[src/rtl/frogger_pkg.sv]
// Shared Frogger types and defaults: the loss-detector FSM states and timing constants.
package frogger_pkg;

  typedef enum logic [1:0] {
    PLAY    = 2'd0,
    LOSS    = 2'd1,
    RESPAWN = 2'd2,
    DEAD    = 2'd3
  } frog_state_e;

  localparam int DEFAULT_TURN_TICKS    = 20;
  localparam int DEFAULT_RESPAWN_TICKS = 4;

  localparam int TURN_W    = 5;
  localparam int RESPAWN_W = 4;

endpackage

[src/rtl/turn_timer.sv]
// Per-turn countdown: reload to TURN_TICKS, saturating decrement, forced clear, and an
// expiry flag that is high when the next decrement would hit zero.
module turn_timer
  import frogger_pkg::*;
#(
  parameter int TURN_TICKS = DEFAULT_TURN_TICKS
) (
  input  logic              clk,
  input  logic              reset_n,
  input  logic              reload_i,
  input  logic              dec_i,
  input  logic              clear_i,
  output logic [TURN_W-1:0] turn_left_o,
  output logic              expire_o
);

  localparam logic [TURN_W-1:0] RELOAD_VAL = TURN_W'(TURN_TICKS);

  logic [TURN_W-1:0] turn_left_q;
  logic [TURN_W-1:0] turn_left_d;

  // Clear (game over) beats reload, reload beats decrement; decrement stops at zero.
  always_comb begin
    turn_left_d = turn_left_q;
    if (clear_i) begin
      turn_left_d = '0;
    end else if (reload_i) begin
      turn_left_d = RELOAD_VAL;
    end else if (dec_i && (turn_left_q != '0)) begin
      turn_left_d = turn_left_q - TURN_W'(1);
    end
  end

  always_ff @(posedge clk or negedge reset_n) begin
    if (!reset_n) begin
      turn_left_q <= RELOAD_VAL;
    end else begin
      turn_left_q <= turn_left_d;
    end
  end

  assign turn_left_o = turn_left_q;
  assign expire_o    = (turn_left_q == TURN_W'(1));

endmodule

[src/rtl/loss_detector.sv]
// Frogger loss detector: turns collisions, timeouts and game-over into registered
// loss/respawn pulses, a freeze flag for player input, and the remaining turn time.
module loss_detector
  import frogger_pkg::*;
#(
  parameter int TURN_TICKS    = DEFAULT_TURN_TICKS,
  parameter int RESPAWN_TICKS = DEFAULT_RESPAWN_TICKS
) (
  input  logic              clk,
  input  logic              reset_n,
  input  logic              tick,
  input  logic              collision,
  input  logic              goal,
  input  logic              move,
  input  logic              game_over,
  output logic              loss,
  output logic              respawn,
  output logic              frozen,
  output logic [TURN_W-1:0] turn_left
);

  localparam logic [RESPAWN_W-1:0] RESPAWN_LOAD = RESPAWN_W'(RESPAWN_TICKS);

  frog_state_e          state_q, state_d;
  logic                 loss_q, loss_d;
  logic                 respawn_q, respawn_d;
  logic                 frozen_q, frozen_d;
  logic [RESPAWN_W-1:0] rcnt_q, rcnt_d;

  logic timer_reload;
  logic timer_dec;
  logic timer_clear;
  logic timer_expire;

  turn_timer #(
    .TURN_TICKS (TURN_TICKS)
  ) u_turn_timer (
    .clk         (clk),
    .reset_n     (reset_n),
    .reload_i    (timer_reload),
    .dec_i       (timer_dec),
    .clear_i     (timer_clear),
    .turn_left_o (turn_left),
    .expire_o    (timer_expire)
  );

  // Next state and next registered outputs; PLAY resolves simultaneous events by priority.
  always_comb begin
    state_d      = state_q;
    loss_d       = 1'b0;
    respawn_d    = 1'b0;
    frozen_d     = 1'b0;
    rcnt_d       = rcnt_q;
    timer_reload = 1'b0;
    timer_dec    = 1'b0;
    timer_clear  = 1'b0;

    case (state_q)
      PLAY: begin
        if (game_over) begin
          state_d     = DEAD;
          frozen_d    = 1'b1;
          timer_clear = 1'b1;
        end else if (collision) begin
          state_d  = LOSS;
          loss_d   = 1'b1;
          frozen_d = 1'b1;
        end else if (goal) begin
          respawn_d    = 1'b1;
          timer_reload = 1'b1;
        end else if (tick && timer_expire) begin
          state_d   = LOSS;
          loss_d    = 1'b1;
          frozen_d  = 1'b1;
          timer_dec = 1'b1;
        end else if (move) begin
          timer_reload = 1'b1;
        end else if (tick) begin
          timer_dec = 1'b1;
        end
      end

      LOSS: begin
        state_d  = RESPAWN;
        frozen_d = 1'b1;
        rcnt_d   = RESPAWN_LOAD;
      end

      RESPAWN: begin
        frozen_d = 1'b1;
        if (game_over) begin
          state_d     = DEAD;
          timer_clear = 1'b1;
        end else if (tick && (rcnt_q <= RESPAWN_W'(1))) begin
          state_d      = PLAY;
          respawn_d    = 1'b1;
          frozen_d     = 1'b0;
          rcnt_d       = '0;
          timer_reload = 1'b1;
        end else if (tick) begin
          rcnt_d = rcnt_q - RESPAWN_W'(1);
        end
      end

      DEAD: begin
        frozen_d    = 1'b1;
        timer_clear = 1'b1;
      end

      default: begin
        state_d = PLAY;
      end
    endcase
  end

  always_ff @(posedge clk or negedge reset_n) begin
    if (!reset_n) begin
      state_q   <= PLAY;
      loss_q    <= 1'b0;
      respawn_q <= 1'b0;
      frozen_q  <= 1'b0;
      rcnt_q    <= '0;
    end else begin
      state_q   <= state_d;
      loss_q    <= loss_d;
      respawn_q <= respawn_d;
      frozen_q  <= frozen_d;
      rcnt_q    <= rcnt_d;
    end
  end

  assign loss    = loss_q;
  assign respawn = respawn_q;
  assign frozen  = frozen_q;

endmodule

[config.mk]
export PLATFORM = sky130hd
export DESIGN_NAME = loss_detector
export DESIGN_NICKNAME = d
export VERILOG_FILES = /design/src/rtl/frogger_pkg.sv /design/src/rtl/turn_timer.sv /design/src/rtl/loss_detector.sv
export SDC_FILE = /design/constraint.sdc
export NUM_CORES = 1
export LEC_CHECK = 0
export BUFFER_PORTS_ARGS = -buffer_cell sky130_fd_sc_hd__buf_2
export CAP_MARGIN = 0
export CORE_ASPECT_RATIO = 0.6
export CORE_MARGIN = 1
export CORE_UTILIZATION = 40
export DETAILED_ROUTE_END_ITERATION = 8
export GPL_ROUTABILITY_DRIVEN = 0
export SLEW_MARGIN = 10
export SYNTH_ARGS = -nofsm -noshare
export SYNTH_HDL_FRONTEND = slang
export SYNTH_SLANG_ARGS = --single-unit
[constraint.sdc]
create_clock -name clk -period 3.95 [get_ports clk]
set_input_delay 0.1975 -clock clk [delete_from_list [all_inputs] [get_ports clk]]
set_output_delay 0.1975 -clock clk [all_outputs]
set_load 0.05 [all_outputs]
==> results.md, run 1 <==
* Pwr Total at 0.0006679 W
* Initial core utilization at 42.63%
* P per Cell Area at 618.6 nW/um^2
* Clock Latency Late Sink at 0.25 ns
* CTS tree: done
* CTS root buf: clkbuf_8
* Tmin final at 1.967 ns
* Outcome: completed
* Synth warnings at 0
* Vias at 755
* #FFs+latches synth at 14
* Cts bufs inserted at 3
* DRC errors left at 0
* Number of max-cap violations at 0
* Data arrival, critical path at 2.14 ns
* Post-synth EDFFs at 0
* Global-route usage over all layers at 18.02%
* CP Capture Type: flop
* Max_slew headroom at 50.76%
* Die Ht at 39.19 um
* Routed WL per cell at 13.86 um
* Ant. Diodes at 0
* Hold Path Class: in -> reg
* P&R area growth vs syn at 17.10%
* CP startpoint kind: flop
* Fin Setup TNS at 0 ns
* First-pass GRT wire length at 3215 um
* Die Footprint at 2508 um^2
* Pre-CTS WS at 2.017 ns
* Max IR drop VDD at 0.3861 mV
* Post-CTS Resized at 0
* Sink Count at 14
* TritonRoute pass-1 iters at 4
* Worst endpoint required time at 4.12 ns
* Drt initial violations at 42
* DR vias/cell at 5.432
* RSZ-0062 raised after global routing: false
* H-tree levels at 1
* Layout cells sized above 1 at 19.27%
* Slew Limit Fails at 0
* Worst-path maximum fanout at 6
* Largest net degree at the start of global routing at 15
* PortBufs at 14
* Leakage power at 0.5173 nW
* Post-Route Skew at 0.008522 ns
* Total routed wirelength at 1927 um
* Syn Area/Cell at 10.13 um^2
* Fmax at 0.5084 GHz
* Final std cells w/o fill at 139
* Maximum buffer depth of the clock tree at 2
* Final Hold Fails at 0
* Most frequent cells in the layout: 14 x buf_2, 12 x dfrtp_1, 10 x ha_1
* IO Count at 15
* DP Wirelength at 1565 um
* Placed cells at 134
* Seq/Total Area, Yosys at 38.26%
* Vias in the first global route at 675
* DIE WIDTH at 63.99 um
* Remaining global-route overflow at 0
* Synth unique cells at 33
* Top_reg_cell synth: dfrtp_1
* Post-Syn Area at 922.1 um^2
* Part of the cycle the worst path needs at 49.79%
* Placeable Area at 2163 um^2
* Finish-stage setup viols at 0
* Final core occ at 49.91%
* Commonest non-fill, non-tap cell in the layout: buf_2
* Worst reg-to-reg setup slack at 1.98 ns
* Cell count after synthesis at 91
* Site Rows at 13
* Initial antenna violation count at 0
* Setup CP Type: reg -> reg
* Post-CTS setup buffer count at 0
* Final net count at 127
* Antenna Violating Nets Remaining at 0
* Mapped Nets at 108
* Async S/R FF share, synth at 100.0%
* Final WS setup at 1.983 ns
* Clock transition at the registers of the reported paths at 0.05 ns
* Worst slew pin tran at 0.7386 ns
-- Yosys cell counts, types with 3 or more instances --
| library cell | instances | share of area, % |
|---|---|---|
| dfrtp_1 | 12 | 33 |
| nand2_1 | 5 | 2.0 |
| mux2i_1 | 3 | 3.3 |
| a22oi_1 | 3 | 2.4 |
| o31ai_1 | 3 | 2.4 |
| a21oi_1 | 7 | 3.8 |
| ha_1 | 10 | 14 |
| inv_1 | 8 | 3.3 |
| nor2_1 | 4 | 1.6 |
| or3_1 | 4 | 2.7 |
| o21ai_0 | 3 | 1.6 |
-- routing by layer --
layer | GRT usage (%) | up-vias | routed length (um)
met5 | 0 | - | 0
met2 | 27.13 | 20 | 776
met3 | 5.294 | 2 | 122
met4 | 3.409 | 0 | 14
li1 | - | 377 | -
met1 | 25.49 | 356 | 1014
-- final timing paths --
kind / start / end / cells after the start
max: state_q[0] / u_turn_timer.turn_left_o[3] / 6
min: goal / respawn / 2
max reg2reg: state_q[0] / u_turn_timer.turn_left_o[3] / 6
min reg2reg: rcnt_q[1] / rcnt_q[1] / 2
max in group asynchronous: reset_n / u_turn_timer.turn_left_o[2] / 2
min in group asynchronous: reset_n / rcnt_q[2] / 2
-- layout make-up --
cell class / instances / area (um^2)
flip-flops and latches: 14 / 352.8
inverters: 8 / 30.03
clock buffers: 4 / 45.04
multi-input cells: 68 / 534.3
repair buffers: 15 / 80.08
fillers: 205 / 1084
well taps: 30 / 37.54
-- worst max-delay path, cell delays in order (launching register included) --
cell and delay (ns):
dfrtp_1 0.43, inv_1 0.13, ha_1 0.17, nor3b_4 0.27, nand3_1 0.23, or4_1 0.52, a21oi_1 0.15
-- per-stage QoR --
stage | hold WS (ns) | area [um^2]
final | 0.2330 | 1080
after global routing | 0.2311 | 1080
after CTS | 0.2166 | 1080
after detailed placement | 0.1077 | 1025
after global placement | 0.1083 | 1025
after floorplan | -0.09809 | 922.1
-- report_power, final --
group,internal (W),total [W],switching (W)
sequential,0.000184,0.000222,0.0000375
clock,0.0000711,0.000117,0.0000455
combinational,0.000130,0.000330,0.000200
-- sequential cells by signal (all words and copies together), names as in the netlist --
register	flops
rcnt_q	4
respawn	1
frozen	1
loss	1
state_q	2
u_turn_timer.turn_left_o	5
-- timing repair --
item / CTS / global route
hold buffers: 1 / 0
endpoints found under the hold margin: 12 / 0
endpoints found under the setup margin: 0 / 0
-- logic make-up (layout without fill, tap and decap cells) --
logic type | count (synthesis) | in the layout | share of synthesized area [%]
AOI/OAI and AO/OA | 28 | 28 | 21.71
adders and majority gates | 10 | 10 | 13.57
buffers and inverters | 9 | 27 | 3.799
DFF | 14 | 14 | 38.26
muxes | 4 | 4 | 4.478
and+or+nand+nor | 26 | 26 | 18.18
(Power assumes the default switching activity.)
==> inputs of run 2 (changes only) <==
Clock period 3.95 ns to 2.06 ns, I/O delays scaled along.
==> run 2 against run 1 <==
Net effect: clock skew rose by 0.0028 ns; non-clock buffer count rose by 3; flip-flop and latch count did not move; largest cell class unchanged; largest power group unchanged.
==> results.md, run 2 (synthesis results as in run 1) <==
* Die Footprint at 2508 um^2
* CP Capture Type: flop
* Initial core utilization at 42.63%
* Ant. Diodes at 0
* Total routed wirelength at 1978 um
* Max reg flops at 5
* Die Ht at 39.19 um
* Worst slew pin tran at 0.4360 ns
* Tmin final at 1.966 ns
* DP Wirelength at 1506 um
* First-pass GRT wire length at 3139 um
* Final net count at 130
* Commonest non-fill, non-tap cell in the layout: buf_2
* Hold Path Class: in -> reg
* Global-route usage over all layers at 18.17%
* Number of max-cap violations at 0
* Initial antenna violation count at 0
* Vias in the first global route at 650
* Final Hold Fails at 0
* Layout cells sized above 1 at 22.32%
* Data arrival, critical path at 2.13 ns
* DRC errors left at 0
* Worst endpoint required time at 2.23 ns
* Antenna Violating Nets Remaining at 0
* Clock transition at the registers of the reported paths at 0.06 ns
* RSZ-0062 raised after global routing: false
* CTS root buf: clkbuf_8
* Worst reg-to-reg setup slack at 0.09 ns
* CP startpoint kind: flop
* DIE WIDTH at 63.99 um
* CTS tree: done
* Cts bufs inserted at 3
* Slew Limit Fails at 0
* Site Rows at 13
* Setup CP Type: reg -> reg
* Leakage power at 0.5329 nW
* Clock Latency Late Sink at 0.25 ns
* Final core occ at 51.13%
* Outcome: completed
* Post-Route Skew at 0.01137 ns
* Part of the cycle the worst path needs at 95.43%
* Max_slew headroom at 70.94%
* Worst-path maximum fanout at 5
* DR vias/cell at 5.444
* P&R area growth vs syn at 19.95%
* Min-delay src: goal
* Drt initial violations at 14
* PortBufs at 14
* Maximum buffer depth of the clock tree at 2
* TritonRoute pass-1 iters at 4
* R2R cell count at 6
* Hold Path Cell Cnt at 2
* Most frequent cells in the layout: 14 x buf_2, 12 x dfrtp_1, 10 x ha_1
* Max IR drop VDD at 0.4106 mV
* Fin Setup TNS at 0 ns
* Largest net degree at the start of global routing at 15
* IO Count at 15
* Fmax at 0.5087 GHz
* H-tree levels at 1
* Worst reg2reg path startpoint: state_q[0]
* Routed WL per cell at 13.93 um
* Sink Count at 14
* Finish-stage setup viols at 0
* Vias at 773
* Reg2Reg Capture Point: u_turn_timer.turn_left_o[4]
* Placeable Area at 2163 um^2
* P per Cell Area at 1160 nW/um^2
* Remaining global-route overflow at 0
* Worst Hold Path EP: respawn
-- run 2: worst max-delay path by stage --
stage,endpoint,cells after the start,start
floorplan,frozen,6,u_turn_timer.turn_left_o[1]
global placement,u_turn_timer.turn_left_o[3],6,state_q[0]
detailed placement,u_turn_timer.turn_left_o[0],6,u_turn_timer.turn_left_o[1]
CTS,u_turn_timer.turn_left_o[0],6,u_turn_timer.turn_left_o[1]
global route,u_turn_timer.turn_left_o[3],6,state_q[0]
finish,u_turn_timer.turn_left_o[4],6,state_q[0]
-- run 2: metrics by stage --
stage               instances  area (um^2)  setup WS [ns]  total power, W  hold slack (ns)
global route              142         1106       0.001656        0.001387           0.1486
floorplan                  91        922.1        0.05338       0.0008970          -0.1926
detailed placement        135         1032         0.1110        0.001040          0.01599
global placement          135         1032         0.1360        0.001040          0.01508
CTS                       140         1087        0.09021        0.001279           0.1237
finish                    142         1106        0.09407        0.001283           0.1309
-- run 2: cell type report --
class | count | area, um^2
flip-flops and latches | 14 | 352.8
inverters | 8 | 30.03
repair buffers | 18 | 102.6
multi-input cells | 68 | 538.0
well taps | 30 | 37.54
fillers | 200 | 1057
clock buffers | 4 | 45.04
-- run 2: repair_timing --
item | CTS | global route
endpoints found under the hold margin | 12 | 0
gates resized for setup | 0 | 1
buffers inserted | 0 | 2
hold buffers | 1 | 0
endpoints found under the setup margin | 0 | 5
-- run 2: routing by layer --
layer	vias up	wire length (um)	track usage (%)	part of all wire [%]
li1	384	-	-	-
met1	361	1041	25.49	53
met2	24	783	24.73	40
met3	4	116	6.765	5.9
met4	0	36	6.818	1.8
met5	-	0	0	0
-- run 2: critical path: stages, from the launching register on --
cell and delay, ns:
dfrtp_1 0.43, inv_1 0.13, ha_1 0.17, nor3b_4 0.26, nand4_1 0.21, or4b_1 0.51
a31oi_1 0.17
-- run 2: where the power goes --
group | internal (W) | switching [W] | leakage [nW]
registers | 0.000353 | 0.0000693 | 0.173
logic | 0.000251 | 0.000379 | 0.337
clock network | 0.000137 | 0.0000939 | 0.0228
==> inputs of run 3 (changes only) <==
Settings changed: CELL_PAD_IN_SITES_DETAIL_PLACEMENT set to 2, CELL_PAD_IN_SITES_GLOBAL_PLACEMENT set to 2, CORE_UTILIZATION 40 to 34, PLACE_DENSITY_LB_ADDON set to 0.1.
==> run 3 against run 2 <==
Net effect: via count rose by 1.6%; die area rose by 17%; clock power is 21% higher; first-iteration DRC count is 50% higher; global-route usage up 2.9 points; cell count up 2.1%; cell area grew 2.3%; sequential power hardly changed; combinational power grew 6.8%; flip-flop and latch count unchanged; sequential share of layout area decreased by 0.59 points; critical path type unchanged.
==> results.md, run 3 (synthesis results as in run 1) <==
* Outcome: completed
* Combinational power share at 49.0%
* Leakage power at 0.5418 nW
* P_sw at 0.0005848 W
* CP startpoint kind: flop
* Slew Limit Fails at 0
* Vias in the first global route at 828
* Initial antenna violation count at 0
* Part of the cycle the worst path needs at 93.49%
* Fmax at 0.5192 GHz
* Vias at 785
* Clock transition at the registers of the reported paths at 0.06 ns
* Finish-stage setup viols at 0
* Max_slew headroom at 66.89%
* Remaining global-route overflow at 0
* Final core occ at 44.53%
* Setup CP Type: reg -> reg
* Most frequent cells in the layout: 14 x buf_2, 11 x dfrtp_1, 10 x ha_1
* CTS tree: done
* DP Area at 1035 um^2
* Maximum buffer depth of the clock tree at 2
* Antenna Violating Nets Remaining at 0
* Post-Route Skew at 0.003166 ns
* CP Capture Type: flop
* Worst endpoint required time at 2.23 ns
* Int Pwr at 0.0007902 W
* Cts bufs inserted at 3
* IO Count at 15
* Drt initial violations at 21
* Die Ht at 42.34 um
* Hold slack at 0.1063 ns
* Die Footprint at 2931 um^2
* Design area at 1131 um^2
* Initial core utilization at 36.31%
* DIE WIDTH at 69.23 um
* Total routed wirelength at 2595 um
* DP Wirelength at 1946 um
* Data arrival, critical path at 2.10 ns
* Final Hold Fails at 0
* P per Cell Area at 1216 nW/um^2
* DR vias/cell at 5.414
* Max IR drop VDD at 0.5208 mV
* Max reg flops at 5
* Commonest non-fill, non-tap cell in the layout: buf_2
* DRC errors left at 0
* Ant. Diodes at 0
* Sw Share at 42.53%
* Worst slew pin tran at 0.4967 ns
* Largest net degree at the start of global routing at 15
* Number of max-cap violations at 0
* Sink Count at 14
* Sequential Power Share at 30.7%
* Site Rows at 14
* P&R area growth vs syn at 22.66%
* Tmin final at 1.926 ns
* H-tree levels at 1
* Worst-path maximum fanout at 5
* Placed cells at 137
* First-pass GRT wire length at 4505 um
* Layout fillers at 265
* Routed WL per cell at 17.90 um
* TritonRoute pass-1 iters at 4
* Global-route usage over all layers at 21.04%
* Layout cells sized above 1 at 25.66%
* Placeable Area at 2540 um^2
* Clock Latency Late Sink at 0.25 ns
* CTS root buf: clkbuf_8
* Final std cells w/o fill at 145
* PortBufs at 14
* Hold Path Class: in -> reg
* Pre-CTS WS at 0.03187 ns
* Final WS setup at 0.1340 ns
* Clock power share at 20.3%
* Final net count at 131
run 3: metal layers:
metal	routed length, um	track usage, %
met2	1002	28.74
met3	88	5.769
met5	0	0
met4	23	9.796
met1	1480	30.51
run 3: layout make-up:
cell class,instances,area [um^2],share of cell area (%)
timing repair buffer,19,110.1,9.735
tap,32,40.04,3.540
sequential,14,354.1,31.31
clock buffer,4,55.05,4.867
inverter,8,30.03,2.655
multi-input combinational,68,541.8,47.90
run 3: final timing paths:
kind	endpoint	start	cells after the start	slack [ns]
worst max-delay path	u_turn_timer.turn_left_o[4]	state_q[0]	6	0.13
worst min-delay path	respawn	goal	2	0.11
worst max register to register	u_turn_timer.turn_left_o[4]	state_q[0]	6	0.13
worst min register to register	rcnt_q[1]	rcnt_q[1]	2	0.49
max in group asynchronous	u_turn_timer.turn_left_o[4]	reset_n	2	1.47
min in group asynchronous	u_turn_timer.turn_left_o[3]	reset_n	2	0.28
run 3: metrics by stage:
stage	power (W)	TNS [ns]
after detailed placement	0.001072	0
after global placement	0.001046	0
final	0.001375	0
after global routing	0.001488	-0.01932
after floorplan	0.0008970	0
after CTS	0.001369	0
run 3: power groups by stage:
stage               clock network [W]  logic, W  registers, W
floorplan                           0  0.000411      0.000486
global placement                    0  0.000623      0.000423
detailed placement                  0  0.000641      0.000431
CTS                          0.000295  0.000647      0.000427
global route                 0.000301  0.000752      0.000435
finish                       0.000279  0.000674      0.000422
run 3: critical path, cell delays in order, from the launching register on:
cell	delay [ns]
dfrtp_2	0.44
inv_1	0.12
ha_1	0.19
nor3b_4	0.23
nand4_1	0.20
or4b_1	0.51
a31oi_1	0.16
run 3: repair_timing:
action / in CTS / in global routing
endpoints found under the setup margin: 0 / 6
buffers inserted: 0 / 3
endpoints found under the hold margin: 12 / 0
gates resized for setup: 0 / 3
hold buffers: 1 / 0
